**src/rtl/clock_edge_monitor.sv**
```systemverilog
// Edge detector and period/activity monitor for an asynchronous divided clock, sampled on clk_in.
// Optional macro CLOCK_EDGE_MONITOR_STICKY_LOST_EN keeps clk_lost set after recovery until disable or reset.
module clock_edge_monitor #(
    parameter int SYNC_STAGES = 2,
    parameter int PERIOD_W    = 8,
    parameter int TIMEOUT     = 64
) (
    input  logic                clk_in,
    input  logic                rst_n,
    input  logic                div_clk,
    input  logic                enable,
    output logic                rise_tick,
    output logic                fall_tick,
    output logic [PERIOD_W-1:0] period,
    output logic                period_valid,
    output logic                clk_lost
);

    typedef enum logic [1:0] {
        IDLE    = 2'd0,
        ACQUIRE = 2'd1,
        LOCKED  = 2'd2,
        LOST    = 2'd3
    } state_t;

    // Edges are ignored until the synchronizer and history flop hold post-reset samples.
    localparam logic [2:0]          SETTLE    = 3'(SYNC_STAGES + 1);
    localparam logic [PERIOD_W-1:0] CNT_MAX   = {PERIOD_W{1'b1}};
    localparam logic [PERIOD_W-1:0] CNT_ZERO  = {PERIOD_W{1'b0}};
    localparam logic [PERIOD_W-1:0] CNT_ONE   = PERIOD_W'(1);
    localparam logic [PERIOD_W-1:0] TIMEOUT_V = PERIOD_W'(TIMEOUT);

    logic [SYNC_STAGES-1:0] sync_r;
    logic                   hist_r;
    logic [2:0]             settle_r;
    state_t                 state_r;
    logic [PERIOD_W-1:0]    count_r;
    logic                   armed_s;
    logic                   rise_s;
    logic                   fall_s;
    logic [PERIOD_W-1:0]    count_inc_s;

    // Synchronizer chain and one-flop history; runs regardless of enable.
    always_ff @(posedge clk_in or negedge rst_n) begin
        if (!rst_n) begin
            sync_r <= {SYNC_STAGES{1'b0}};
            hist_r <= 1'b0;
        end else begin
            sync_r <= {sync_r[SYNC_STAGES-2:0], div_clk};
            hist_r <= sync_r[SYNC_STAGES-1];
        end
    end

    // Post-reset settle counter that arms edge detection.
    always_ff @(posedge clk_in or negedge rst_n) begin
        if (!rst_n) begin
            settle_r <= 3'd0;
        end else if (settle_r != SETTLE) begin
            settle_r <= settle_r + 3'd1;
        end else begin
            settle_r <= settle_r;
        end
    end

    // Edge detection and saturating counter increment.
    always_comb begin
        armed_s = (settle_r == SETTLE);
        rise_s  = armed_s & sync_r[SYNC_STAGES-1] & ~hist_r;
        fall_s  = armed_s & ~sync_r[SYNC_STAGES-1] & hist_r;
        if (count_r == CNT_MAX) begin
            count_inc_s = count_r;
        end else begin
            count_inc_s = count_r + CNT_ONE;
        end
    end

    // Registered one-cycle edge strobes, gated by enable.
    always_ff @(posedge clk_in or negedge rst_n) begin
        if (!rst_n) begin
            rise_tick <= 1'b0;
            fall_tick <= 1'b0;
        end else begin
            rise_tick <= enable & rise_s;
            fall_tick <= enable & fall_s;
        end
    end

    // Lock/measure/loss state machine; a rising edge takes priority over a timeout.
    always_ff @(posedge clk_in or negedge rst_n) begin
        if (!rst_n) begin
            state_r      <= IDLE;
            count_r      <= CNT_ZERO;
            period       <= CNT_ZERO;
            period_valid <= 1'b0;
            clk_lost     <= 1'b0;
        end else if (!enable) begin
            state_r      <= IDLE;
            count_r      <= CNT_ZERO;
            period_valid <= 1'b0;
            clk_lost     <= 1'b0;
        end else begin
            case (state_r)
                IDLE: begin
                    state_r <= ACQUIRE;
                    count_r <= CNT_ZERO;
                end
                ACQUIRE: begin
                    if (rise_s) begin
                        state_r <= LOCKED;
                        count_r <= CNT_ONE;
                    end else if (count_r == TIMEOUT_V) begin
                        state_r      <= LOST;
                        clk_lost     <= 1'b1;
                        period_valid <= 1'b0;
                    end else begin
                        count_r <= count_inc_s;
                    end
                end
                LOCKED: begin
                    if (rise_s) begin
                        period       <= count_r;
                        period_valid <= 1'b1;
                        count_r      <= CNT_ONE;
                    end else if (count_r == TIMEOUT_V) begin
                        state_r      <= LOST;
                        clk_lost     <= 1'b1;
                        period_valid <= 1'b0;
                    end else begin
                        count_r <= count_inc_s;
                    end
                end
                LOST: begin
                    if (rise_s) begin
                        state_r <= LOCKED;
                        count_r <= CNT_ONE;
`ifdef CLOCK_EDGE_MONITOR_STICKY_LOST_EN
                        clk_lost <= 1'b1;
`else
                        clk_lost <= 1'b0;
`endif
                    end else begin
                        state_r <= LOST;
                    end
                end
                default: begin
                    state_r      <= IDLE;
                    count_r      <= CNT_ZERO;
                    period_valid <= 1'b0;
                    clk_lost     <= 1'b0;
                end
            endcase
        end
    end

endmodule
```
**config.mk**
```make
export PLATFORM = sky130hd
export DESIGN_NAME = clock_edge_monitor
export DESIGN_NICKNAME = d
export VERILOG_FILES = /design/src/rtl/clock_edge_monitor.sv
export SDC_FILE = /design/constraint.sdc
export NUM_CORES = 1
export LEC_CHECK = 0
export ABC_AREA = 0
export BUFFER_PORTS_ARGS = -buffer_cell sky130_fd_sc_hd__buf_2
export CORE_ASPECT_RATIO = 0.5
export CORE_MARGIN = 2
export CORE_UTILIZATION = 30
export DETAILED_ROUTE_END_ITERATION = 8
export PLACE_DENSITY = 0.46
export SLEW_MARGIN = 15
export SYNTH_ARGS = -nofsm -noshare
export SYNTH_HDL_FRONTEND = slang
export SYNTH_SLANG_ARGS = --single-unit
```
**constraint.sdc**
```tcl
create_clock -name clk_in -period 3.7 [get_ports clk_in]
set_clock_uncertainty 0.1 [all_clocks]
set_input_delay 0.185 -clock clk_in [delete_from_list [all_inputs] [get_ports clk_in]]
set_output_delay 0.185 -clock clk_in [all_outputs]
set_load 0.005 [all_outputs]
```
After elaboration in Yosys (flattened, before gate mapping)
Index checks and enable logic that the tools add are counted.
- input port bits: 4
- flip-flop bits (word level): 28
- muxes and demuxes: 22
- add/sub/neg operators: 2
- reduce and logical (&&, ||, !) cells: 6
- equality and inequality tests: 16
- bitwise gates (word level): 8
- operator list (cell ; number):
    8-bit 2-to-1 mux ; 5
    8-bit case mux with 3 select lines ; 1
    3-bit inequality test, second input constant ; 4
    1-bit 2-to-1 mux ; 9
    3-bit by 2-bit inequality test with 1-bit output, second input constant ; 3
    8-bit by 1-bit adder with 8-bit output, second input constant ; 1
    8-bit by 7-bit == test with 1-bit output, second input constant ; 1
    8-bit == test, second input constant ; 1
    2-bit 2-to-1 mux ; 4
    4-bit inequality test, second input constant ; 2
    2-bit case mux with 4 select lines ; 1
    1-bit bitwise AND ; 6
    3-bit AND reduction ; 2
    2-bit == test, second input constant ; 2
    1-bit case mux with 2 select lines ; 2
    4-bit AND reduction ; 1
    3-bit by 1-bit adder with 3-bit output, second input constant ; 1
    3-bit by 2-bit == test with 1-bit output, second input constant ; 1
    3-bit by 1-bit inequality test with 1-bit output, second input constant ; 1
    2-bit by 1-bit == test with 1-bit output, second input constant ; 1
    2-bit logical NOT ; 1
    1-bit inverter ; 2
    2-bit AND reduction ; 1
    2-bit OR reduction ; 1

Longest topological paths before layout
Gate-level depths: netlist of the first run.
- depth after elaboration: 6
- depth in mapped cells: 9

Least setup slack after synthesis of the first run
Ideal clock, no wire load.
- kind: reg2reg
- from: register settle_r[0]
- to: register count_r[3]
- arrival time: 1.759 ns
- cell stages (with the launch flop): 10
- data required time: 3.518 ns
- setup time: 0.082 ns
- setup slack: 1.760 ns
- clock period less this slack: 1.940 ns
- cell sequence: dfrtp_1 > ha_1 > ha_1 > buf_2 > nand3b_4 > and3_1 > buf_6 > o2111a_2 > a41oi_1 > a31oi_1
- longest elaborated chain between the ends: 6
- ends and longest elaborated chain (item ; line ; RTL):
    start, declared ; 35 ; logic [2:0] settle_r;
    start signal, assigned ; 59 ; settle_r <= settle_r + 3'd1;
    start signal, assigned ; 61 ; settle_r <= settle_r;
    3-bit by 2-bit == test with 1-bit output * ; 67 ; armed_s = (settle_r == SETTLE);
    1-bit bitwise AND * (2 in a row) ; 68 ; rise_s = armed_s & sync_r[SYNC_STAGES-1] & ~hist_r;
    8-bit 2-to-1 mux ; 108 ; if (rise_s) begin
    8-bit case mux with 3 select lines ; 102 ; case (state_r)
    8-bit 2-to-1 mux ; 96 ; end else if (!enable) begin
    end signal, assigned ; 116 ; count_r <= count_inc_s;
    end signal, assigned ; 129 ; count_r <= count_inc_s;
    end, declared ; 37 ; logic [PERIOD_W-1:0] count_r;
Every way passes the cells marked *; elsewhere a longest branch is shown, timed or not.
A chain may end at the register's enable or synchronous reset.

Worst setup path in the final report of the first run
Same ends and word-level chain as after synthesis.

==> results of run 1 <==
[cell families after synthesis]
family,after synthesis
AND/OR/NAND/NOR,40
AO/OA/AOI/OAI,32
flip-flops,28
buffers and inverters,13
multiplexers,9
adder cells (fa/ha/maj),9
XOR/XNOR,1
[path summary, 6_finish.rpt]
kind / to / slack (ns) / start
setup / recovery: count_r[3]$_DFFE_PN0P_ / 1.56 / settle_r[0]$_DFFE_PN0P_
hold / removal: state_r[0]$_DFFE_PN0N_ / 0.12 / enable
setup reg to reg: count_r[3]$_DFFE_PN0P_ / 1.56 / settle_r[0]$_DFFE_PN0P_
hold reg to reg: sync_r[1]$_DFF_PN0_ / 0.25 / sync_r[0]$_DFF_PN0_
max in group asynchronous: state_r[1]$_DFFE_PN0N_ / 2.72 / rst_n
min in group asynchronous: period[3]$_DFFE_PN0P_ / 0.36 / rst_n
[placed cells by master, fill, tap and decap left out, types with 2 or more instances in the layout]
cell type	netlist	final
nand2_1	15	15
a41oi_1	2	2
mux2i_1	3	3
dfrtp_1	28	28
o21ai_1	2	2
buf_2	2	15
mux2_2	5	5
inv_1	8	8
and3_2	2	2
and3_1	2	2
nand3_1	5	5
a31oi_1	5	5
clkbuf_8	0	4
and2_1	2	2
a21oi_1	6	6
nor2_1	3	3
ha_1	9	9
dlygate4sd3_1	0	2
nor3_1	2	2
o21ai_0	10	10
a21boi_0	2	2
[worst min-delay path: cells and delay by family]
kind / cells / cell delay [ns]
buffers and inverters: 1 / 0.17
and+or+nand+nor: 2 / 0.11
[Yosys cell counts]
cell | instances | area, um^2
nand3_1 | 5 | 25.0
a31oi_1 | 5 | 31.3
xnor2_1 | 1 | 8.76
nor4b_1 | 1 | 8.76
a21oi_1 | 6 | 30.0
nand3_2 | 1 | 10.0
and3_1 | 2 | 12.5
nor2_1 | 3 | 11.3
inv_1 | 8 | 30.0
buf_4 | 1 | 7.51
o2111a_2 | 1 | 12.5
and3_2 | 2 | 15.0
and4b_1 | 1 | 10.0
ha_1 | 9 | 113
and2b_1 | 1 | 7.51
a41oi_1 | 2 | 17.5
buf_2 | 2 | 10.0
o22ai_1 | 1 | 6.26
nor4b_2 | 1 | 15.0
and2_1 | 2 | 12.5
or2b_1 | 1 | 7.51
or2_4 | 1 | 8.76
a41oi_4 | 1 | 27.5
mux2_2 | 5 | 56.3
nor3_1 | 2 | 10.0
buf_6 | 2 | 22.5
o21ai_2 | 1 | 8.76
nand3b_4 | 1 | 20.0
mux2_1 | 1 | 11.3
a211oi_1 | 1 | 7.51
dfrtp_1 | 28 | 701
o21ai_0 | 10 | 50.1
nor2_2 | 1 | 6.26
a21boi_0 | 2 | 15.0
nand2_1 | 15 | 56.3
mux2i_1 | 3 | 30.0
o21ai_1 | 2 | 10.0
[sequential cells by signal, summed over array words and instances (netlist names), 2 cells and up]
name and count:
count_r 8, period 8, settle_r 3, state_r 2, sync_r 2
[per-layer routing]
layer	up-vias	global-route usage, %	wire length (um)
li1	500	-	-
met1	481	16.0	1370
met2	24	17.1	1140
met3	2	3.70	134
met4	0	2.00	12
met5	-	0	0
[final cells by class]
class | instances | area (um^2)
clock buffers | 4 | 55.1
fillers | 467 | 2870
inverters | 8 | 30.0
multi-input cells | 91 | 672
flip-flops and latches | 28 | 701
well taps | 66 | 82.6
repair buffers | 17 | 95.1
[per-stage QoR]
step                      hold WS [ns]  area (um^2)
final                            0.123         1640
after global routing             0.116         1640
after floorplan                 -0.211         1440
after global placement           0.144         1560
after CTS                        0.110         1640
after detailed placement         0.155         1560
[where the power goes]
| part | leakage [nW] | switching, mW | internal [mW] | total [mW] |
|---|---|---|---|---|
| registers | 0.371 | 0.00567 | 0.312 | 0.317 |
| clock network | 0.0288 | 0.0948 | 0.0953 | 0.190 |
| logic | 0.355 | 0.0311 | 0.0202 | 0.0513 |
[repair_timing]
action / CTS / global route
endpoints found under the hold margin: 29 / 0
hold buffers: 2 / 0
endpoints found under the setup margin: 0 / 0
gates resized for setup: 0 / 0
==> flow_summary.toml, run 1 <==
[run_status]
status = "finished clean"

[synth]
syn_inst = 132
ys_types = 37
netlist_area_um2 = 1440
synthAdderAreaFrac_pct = 7.81
seq_area_frac_synth_pct = 48.6
synth_top_family_by_area = "simple AND/OR/NAND/NOR gates"
yosys.area_share.xor_xnor_pct = 0.607
syn_nets = 145
synth_compound_area_share_pct = 15.0
synth_mux_area_share_pct = 6.76
yosysWarnings = 0
syn_avg_cell_area_um2 = 10.9
synthSimpleGateAreaFrac_pct = 16.4
synth_seq_cells = 28

[cts]
clk_path_buf_depth = 2
clkSinkCount = 28
clkTransAtPathRegs_ns = 0.10
htree_levels = 1
worstSkewPairLatency_ns = 0.27
cts_tree = "yes"
postCtsSetupBuffers = 0
root_buffer = "clkbuf_8"
numCtsBuffers = 3

[finish]
drive_gt1_share_pct = 23.0
antenna_cells = 0
area_growth_pct = 13.4
instances_no_fill = 214
fin_nets = 162
utilization_pct = 36.3

[floorplanning]
dieArea_um2 = 5410
ios = 16
core-area_um2 = 4510
num_rows = 17
start_util_pct = 32.0
die_w_um = 102
die_y_um = 53.0

[sta]
relSlewSlack_pct = 57.8
setup_viol = 0
rsz0062_at_grt = "no"
worst_pin_slew_ns = 0.632
period_needed_ns = 2.14
min_period_over_period_pct = 57.9
finalSetupTns_ns = 0
hold_viol = 0
fin_ws_ns = 1.56
slew_viol_final = 0
maxClockFrequency_ghz = 0.467

[setup_path]
end_kind = "flip-flop"
cp.required_ns = 3.80
cp.depth = 7
critPathTopFamily = "compound AO/OA/AOI/OAI gates"
cp_common_cell = "ha_1"
slowest_stage = "dfrtp_1"
critPathKind = "flip-flop to flip-flop"
cp.arrival_ns = 2.24
crit_path_max_incr_delay_ns = 0.40
startpoint_type = "flip-flop"
crit_path_max_fanout = 9
cp_num_buf_inv = 0
ff2ff_path_depth = 7
path_cells = "ha_1, ha_1, nand3b_4, and3_1, o2111a_2, a41oi_1, a31oi_1"

[run]
maxCapViolations = 0

[placement]
placedCellCount = 208
dp_slack_ns = 1.58
port_buffers = 15
place.gp.congestion = 0.798
dpl.hpwl_um = 1860

[pwr]
peakVddDrop_mv = 0.162
p_per_area_nw_per_um2 = 342
power_uw = 559
power_leakage_nw = 0.755

[detailed_routing]
wl_per_cell_um = 12.4
drc_errors = 0
viasPerCell = 4.71
drt-initial-drc-count = 26
routed-via-count = 1007
firstDrtPassIters = 6
final_antenna_net_count = 0
wirelength_um = 2660

[global_route]
grt_pass1_vias = 956
grt_pass1_wl_um = 4640
track_usage_pct = 11.3
antenna_found_initial = 0
grt_max_degree = 29
grt_overflow_total = 0

[hold_path]
hold_path_depth = 3
hold_path_class = "input port to flip-flop"
Power figures use the tool's default switching activity.
==> inputs of run 2 (changes only) <==
- clock period: 3.7 -> 2 ns (I/O delays scaled with it)
==> run 2 against run 1 <==
Net effect: utilization grew 1.7 points; largest cell class unchanged; critical endpoint is now count_r[2]$_DFFE_PN0P_; critical path type unchanged; non-clock buffer count grew 11; fmax grew 13%; die area is the same.
==> flow_summary.toml, run 2 (synthesis gave the netlist of run 1 again) <==
[cts]
worstSkewPairLatency_ns = 0.27
clkSinkCount = 28
root_buffer = "clkbuf_8"
htree_levels = 1
clk_path_buf_depth = 2
numCtsBuffers = 3
cts_tree = "yes"
clkTransAtPathRegs_ns = 0.10

[detailed_routing]
routed-via-count = 1024
wl_per_cell_um = 13.0
firstDrtPassIters = 4
drc_errors = 0
wirelength_um = 2900
drt-initial-drc-count = 33
viasPerCell = 4.57
final_antenna_net_count = 0

[finish]
final_common_cell = "dfrtp_1"
nFillCells = 480
drive_gt1_share_pct = 29.1
area_growth_pct = 18.7
fin_nets = 173
most-common-layout-cells = "27 x dfrtp_1, 15 x nand2_1, 15 x buf_2"
multi_input_area_um2 = 679
final-seq-area_um2 = 702
antenna_cells = 0
biggestRegsByFlops = "count_r x8, period x8, settle_r x3"

[sta]
setup_viol = 0
min_period_over_period_pct = 95.0
slew_viol_final = 0
period_needed_ns = 1.90
worst_pin_slew_ns = 0.639
maxClockFrequency_ghz = 0.526
relSlewSlack_pct = 57.4
hold_viol = 0
rsz0062_at_grt = "no"
finalSetupTns_ns = 0

[setup_path]
crit_end = "count_r[2]$_DFFE_PN0P_"
cp.required_ns = 2.09
crit_path_max_fanout = 8
critPathKind = "flip-flop to flip-flop"
crit_path_start = "settle_r[0]$_DFFE_PN0P_"
r2r_start = "settle_r[0]$_DFFE_PN0P_"
cp.arrival_ns = 1.99
reg2reg_slack_ns = 0.1
timing.rr.end = "count_r[2]$_DFFE_PN0P_"
startpoint_type = "flip-flop"
end_kind = "flip-flop"
ff2ff_path_depth = 7

[floorplanning]
die_w_um = 102
core-area_um2 = 4510
num_rows = 17
dieArea_um2 = 5410
ios = 16
die_y_um = 53.0
start_util_pct = 32.0

[global_route]
track_usage_pct = 12.1
antenna_found_initial = 0
grt_pass1_wl_um = 4930
grt_max_degree = 29
grt_pass1_vias = 1009
grt_overflow_total = 0

[run]
maxCapViolations = 0

[hold_path]
hold_path_class = "input port to flip-flop"
min_from = "enable"

[placement]
place.gp.congestion = 0.734
port_buffers = 15
dpl.hpwl_um = 2020

[pwr]
power.net_switching_uw = 249
p_clk_share_pct = 30.6
power_leakage_nw = 0.798
internal_power_uw = 765
p_per_area_nw_per_um2 = 592
power_mw = 1.01
peakVddDrop_mv = 0.267
p_seq_share_pct = 57.9
combinationalPowerShare_pct = 11.5
swShare_pct = 24.6

[run_status]
status = "finished clean"
==> run 2: worst max-delay path, stage by stage, from the launching register on <==
cell      delay (ns)
dfrtp_1         0.40
ha_1            0.20
ha_1            0.23
nand3b_4        0.12
and3_1          0.19
buf_4           0.16
or2b_1          0.23
a31oi_1         0.19
==> run 2: power groups by stage <==
stage          clock [mW]  combinational, mW  sequential, mW
6_report            0.310              0.117           0.587
5_1_grt             0.351              0.131           0.588
4_1_cts             0.325              0.103           0.588
3_5_place_dp            0             0.0994           0.599
3_3_place_gp            0             0.0981           0.599
2_1_floorplan           0             0.0683           0.597
==> run 2: layout make-up <==
type	count	share of cell area, %
clock buffer	3	2.41
inverter	8	1.75
multi-input combinational	91	39.7
sequential	28	41.0
tap	66	4.82
timing repair buffer	28	10.4
==> run 2: worst min-delay path by stage <==
stage                                   to  slack [ns]  cells past startpoint
floorplan             clk_lost$_DFFE_PN0P_       -0.30                      0
global placement     period[3]$_DFFE_PN0P_        0.06                      1
detailed placement  count_r[3]$_DFFE_PN0P_        0.07                      1
CTS                 state_r[0]$_DFFE_PN0N_        0.04                      3
global route        state_r[0]$_DFFE_PN0N_        0.04                      3
finish              state_r[0]$_DFFE_PN0N_        0.06                      3
==> run 2: what timing repair did <==
item                       in CTS  in global routing
hold buffers                    2                  0
setup endpoints to repair       0                 10
setup buffers                   0                  5
hold endpoints to repair       29                  0
resized for setup               0                  3
==> run 2: stage by stage <==
stage	instance area [um^2]	instances	setup WS [ns]	hold slack [ns]	util, %
after global routing	1710	224	0.00245	0.0402	38.0
after detailed placement	1610	214	0.0775	0.0718	35.6
after global placement	1610	214	0.106	0.0624	35.6
after floorplan	1440	132	0.0596	-0.296	-
final	1710	224	0.0998	0.0563	38.0
after CTS	1670	219	0.0547	0.0369	37.0
==> run 2: metal layers <==
| metal | track usage [%] | wire [um] |
|---|---|---|
| met1 | 16.6 | 1560 |
| met2 | 19.2 | 1230 |
| met3 | 3.70 | 97 |
| met4 | 2.22 | 19 |
| met5 | 0 | 0 |
